===== src/rtl/seq_ctrl_pkg.sv =====
// Shared definitions for the seq_ctrl operation sequencer: state encoding and counter clear value.
// Used by seq_ctrl (optional abort port via SEQ_CTRL_ABORT_EN) and iter_counter.
package seq_ctrl_pkg;

    localparam logic [1:0] IDLE = 2'b00;
    localparam logic [1:0] LOAD = 2'b01;
    localparam logic [1:0] RUN  = 2'b10;
    localparam logic [1:0] DONE = 2'b11;

    typedef enum logic [1:0] {
        S_IDLE = IDLE,
        S_LOAD = LOAD,
        S_RUN  = RUN,
        S_DONE = DONE
    } state_t;

    // Wide enough for any counter width; users slice the low CW bits.
    localparam logic [31:0] CNT_CLR = 32'hFFFF_FFFF;

endpackage


===== src/rtl/seq_ctrl_iter_counter.sv =====
// Clear/count-up iteration counter; clear and reset both load all-ones, clear beats count.
module iter_counter
    import seq_ctrl_pkg::*;
#(
    parameter int CW = 4
) (
    input  logic          clk,
    input  logic          rst_b,
    input  logic          clr_i,
    input  logic          c_up_i,
    output logic [CW-1:0] cnt_o
);

    logic [CW-1:0] cnt_q;

    always_ff @(posedge clk) begin
        if (!rst_b) begin
            cnt_q <= CNT_CLR[CW-1:0];
        end else if (clr_i) begin
            cnt_q <= CNT_CLR[CW-1:0];
        end else if (c_up_i) begin
            cnt_q <= cnt_q + CW'(1);
        end
    end

    assign cnt_o = cnt_q;

endmodule


===== src/rtl/seq_ctrl.sv =====
// Multicycle operation sequencer: IDLE -> LOAD -> RUN (STEPS steps) -> DONE.
// Define SEQ_CTRL_ABORT_EN to add the abort input that cancels LOAD/RUN back to IDLE.
module seq_ctrl
    import seq_ctrl_pkg::*;
#(
    parameter int STEPS = 8,
    parameter int CW    = 4
) (
    input  logic          clk,
    input  logic          rst_b,
    input  logic          start,
    input  logic          stall,
`ifdef SEQ_CTRL_ABORT_EN
    input  logic          abort,
`endif
    output logic          ld,
    output logic          clr_cnt,
    output logic          c_up,
    output logic          step,
    output logic [CW-1:0] idx,
    output logic          busy,
    output logic          done
);

    localparam logic [CW-1:0] LAST_IDX = CW'(STEPS - 1);

    state_t        state_q;
    logic [CW-1:0] cnt;
    logic          abort_act;
    logic          in_load;
    logic          in_run;

    assign in_load = (state_q == S_LOAD);
    assign in_run  = (state_q == S_RUN);

`ifdef SEQ_CTRL_ABORT_EN
    assign abort_act = abort && (in_load || in_run);
`else
    assign abort_act = 1'b0;
`endif

    // The counter sits at all-ones after clear, so idx reads 0 on the first RUN cycle.
    assign idx     = cnt + CW'(1);
    assign step    = in_run && !stall && !abort_act;
    assign c_up    = step;
    assign ld      = in_load && !abort_act;
    assign clr_cnt = in_load;
    assign busy    = in_load || in_run;
    assign done    = (state_q == S_DONE);

    always_ff @(posedge clk) begin
        if (!rst_b) begin
            state_q <= S_IDLE;
        end else if (abort_act) begin
            state_q <= S_IDLE;
        end else begin
            case (state_q)
                S_IDLE: if (start) state_q <= S_LOAD;
                S_LOAD: state_q <= S_RUN;
                S_RUN:  if (step && (idx == LAST_IDX)) state_q <= S_DONE;
                S_DONE: state_q <= S_IDLE;
            endcase
        end
    end

    iter_counter #(
        .CW(CW)
    ) u_iter_counter (
        .clk   (clk),
        .rst_b (rst_b),
        .clr_i (clr_cnt),
        .c_up_i(c_up),
        .cnt_o (cnt)
    );

endmodule


===== config.mk =====
export PLATFORM = sky130hd
export DESIGN_NAME = seq_ctrl
export DESIGN_NICKNAME = d
export VERILOG_FILES = /design/src/rtl/seq_ctrl_pkg.sv /design/src/rtl/seq_ctrl_iter_counter.sv /design/src/rtl/seq_ctrl.sv
export SDC_FILE = /design/constraint.sdc
export NUM_CORES = 1
export LEC_CHECK = 0
export ABC_AREA = 0
export CORE_AREA = 2 2 39 41
export DETAILED_ROUTE_END_ITERATION = 12
export DIE_AREA = 0 0 41 43
export PLACE_DENSITY = 0.59
export SYNTH_ARGS = -nofsm -noshare
export SYNTH_HDL_FRONTEND = slang
export SYNTH_SLANG_ARGS = --single-unit

===== constraint.sdc =====
create_clock -name clk -period 1.3 [get_ports clk]
set_input_delay 0.325 -clock clk [delete_from_list [all_inputs] [get_ports clk]]
set_output_delay 0.325 -clock clk [all_outputs]
set_load 0.1 [all_outputs]

==> flow_summary.ini <==
[cts]
cts_tree = done
cts.sinks = 6
clock_latency_ns = 0.25
numCtsBuffers = 3
path_clk_slew_ns = 0.06
htreeDepth = 1
clk_path_buf_depth = 2
cts-root-buf = clkbuf_4

[global_route]
grt_pass1_vias = 402
grt_max_degree = 5
grtUsageTotal_pct = 14.9
grt_pass1_wl_microns = 1730
grt_remaining_overflow = 0
grt_antenna_before_repair = 0

[detailed_routing]
drc = 0
vias = 393
viasPerCell = 4.37
drt_wl_total_microns = 1030
drt_iter0_drc = 5
drtPass1Iterations = 4
antenna_left = 0
post_drt_wl_per_cell_microns = 11.4

[synth]
synth-simple-area-share_pct = 18.1
muxShareOfSynthArea_pct = 2.49
synth_top_family_by_area = adder cells
mappedNetlistArea_sq_um = 402
synth-compound-area-share_pct = 6.23
yosysUniqueCellTypes = 17
ys_seq_area_share_pct = 29.9
ys_ff_latch = 6
syn_area_per_cell_sq_um = 9.13
synth.largest_area_cell = dfxtp_1
synth_xor_area_share_pct = 12.8
synth_top_area_share_pct = 29.9
synth_area_leaders = dfxtp_1 (30%), ha_1 (22%), nand2_1 (7.5%)
syn_inst = 44
ys_warn_count = 0
synthAdderAreaFrac_pct = 21.8
syn-num-nets = 55

[final_layout]
fin_area_sq_um = 948
n_antenna_cell = 0
final_nets = 86
multiInputGateArea_sq_um = 372
seqCellArea_sq_um = 133
n_fill_cell = 99
layout_common_cells = buf_12 (10), buf_4 (10), nand2_1 (7)
drive_above_1_share_pct = 68.9
syn_to_final_growth_pct = 136

[timing]
relSlewSlack_pct = 85.2
tightest_slew_ns = 0.221
fin_worst_skew_ns = 0.0129
hold_violations = 0
whs_ns = 0.537
rsz0062_at_grt = yes
fin_ws_ns = -0.298
finalMaxSlewViolations = 0
timing.final.crit_share_pct = 123
setup_violations = 16
fmax_mhz = 626
fin_crit_ns = 1.60

[run_status]
status = finished, violations left
violations = negative setup slack

[placed_design]
placed_area_sq_um = 808
gp_congestion = 0.700
hpwl_microns = 690
port_buffers = 13

[setup_path]
critPathArrivalTime_ns = 1.27
slowest_delay_ns = 0.38
crit_buf_inv = 3
cp_max_fo = 4
critPathCaptureType = output pin
critical_path_class = flip-flop to output pin
worst_ep_required_time_ns = 0.98
start_kind = flip-flop
crit_family = flip-flops
r2r_slack_ns = -0.15
cpMaxStageDelayCell = dfxtp_4
crit_chain = clkinvlp_4, ha_4, clkinvlp_4, buf_12
path_common_cell = clkinvlp_4

[die]
die_h_microns = 43
die_x_microns = 41
die_area_sq_um = 1760
rows = 14
core_sq_um = 1380
ios = 14
initial_utilization_pct = 29.0

[hold_path]
hp-class = flip-flop to flip-flop

[run]
maxCapViolations = 0
==> worst min-delay path, delay by kind of cell, from the launching register on <==
family                    cells  cell delay [ns]
xor gates and xnor gates      1             0.07
DFF                           1             0.38
and+or+nand+nor               1             0.06
==> through the flow <==
stage               TNS [ns]  setup slack, ns  std cells  util [%]
floorplan              -2.82           -0.683         44         -
global placement       -1.79           -0.266         79      58.4
detailed placement     -1.90           -0.300         79      58.4
CTS                    -2.74           -0.311         89      67.5
global route           -3.24           -0.355         90      68.5
finish                 -2.42           -0.298         90      68.5
==> layout make-up <==
class | instances | area share (%)
clock buffer | 4 | 2.77
inverter | 4 | 2.64
multi-input combinational | 31 | 39.2
sequential | 6 | 14.0
tap | 16 | 2.11
timing repair buffer | 29 | 39.3
==> layer usage <==
metal	GRT usage, %	wire (microns)
met1	19.5	417
met2	21.9	556
met3	6.28	55
met4	4.00	0
met5	0	0
==> state kept, by name, indices dropped and copies added (netlist names) <==
| signal | cells |
|---|---|
| u_iter_counter.cnt_o | 4 |
| state_q | 2 |
==> what timing repair did <==
| item | CTS | global route |
|---|---|---|
| setup endpoints to repair | 12 | 16 |
| hold buffers | 0 | 0 |
| gates resized for setup | 13 | 2 |
| pin swaps | 8 | 5 |
| buffers inserted | 6 | 2 |
==> synthesized netlist by cell type (all sizes together) <==
| cell | n |
|---|---|
| nor2b | 2 |
| nand4 | 1 |
| inv | 4 |
| ha | 7 |
| dfxtp | 6 |
| xor2 | 3 |
| buf | 3 |
| mux2i | 1 |
| nand3 | 1 |
| o221a | 1 |
| nand2 | 8 |
| nand2b | 3 |
| o21ai | 2 |
| xnor2 | 2 |
==> cell families (layout without fill, tap and decap cells) <==
kind of cell,count (synthesis),count (layout)
AND/OR/NAND/NOR,15,15
adder cells (fa/ha/maj),7,7
buffers and inverters,7,37
flip-flops,6,6
XOR/XNOR,5,5
AO/OA/AOI/OAI,3,3
multiplexers,1,1
==> final timing paths <==
kind                                              start                       to  depth (start not counted)
worst max-delay path            u_iter_counter.cnt_o[0]                   idx[1]                          4
worst min-delay path            u_iter_counter.cnt_o[0]  u_iter_counter.cnt_o[0]                          2
worst max register to register  u_iter_counter.cnt_o[0]               state_q[1]                          7
worst min register to register  u_iter_counter.cnt_o[0]  u_iter_counter.cnt_o[0]                          2
Power is not shown: default switching activity piles up to over one toggle a cycle in this logic, so the estimate is an artifact.
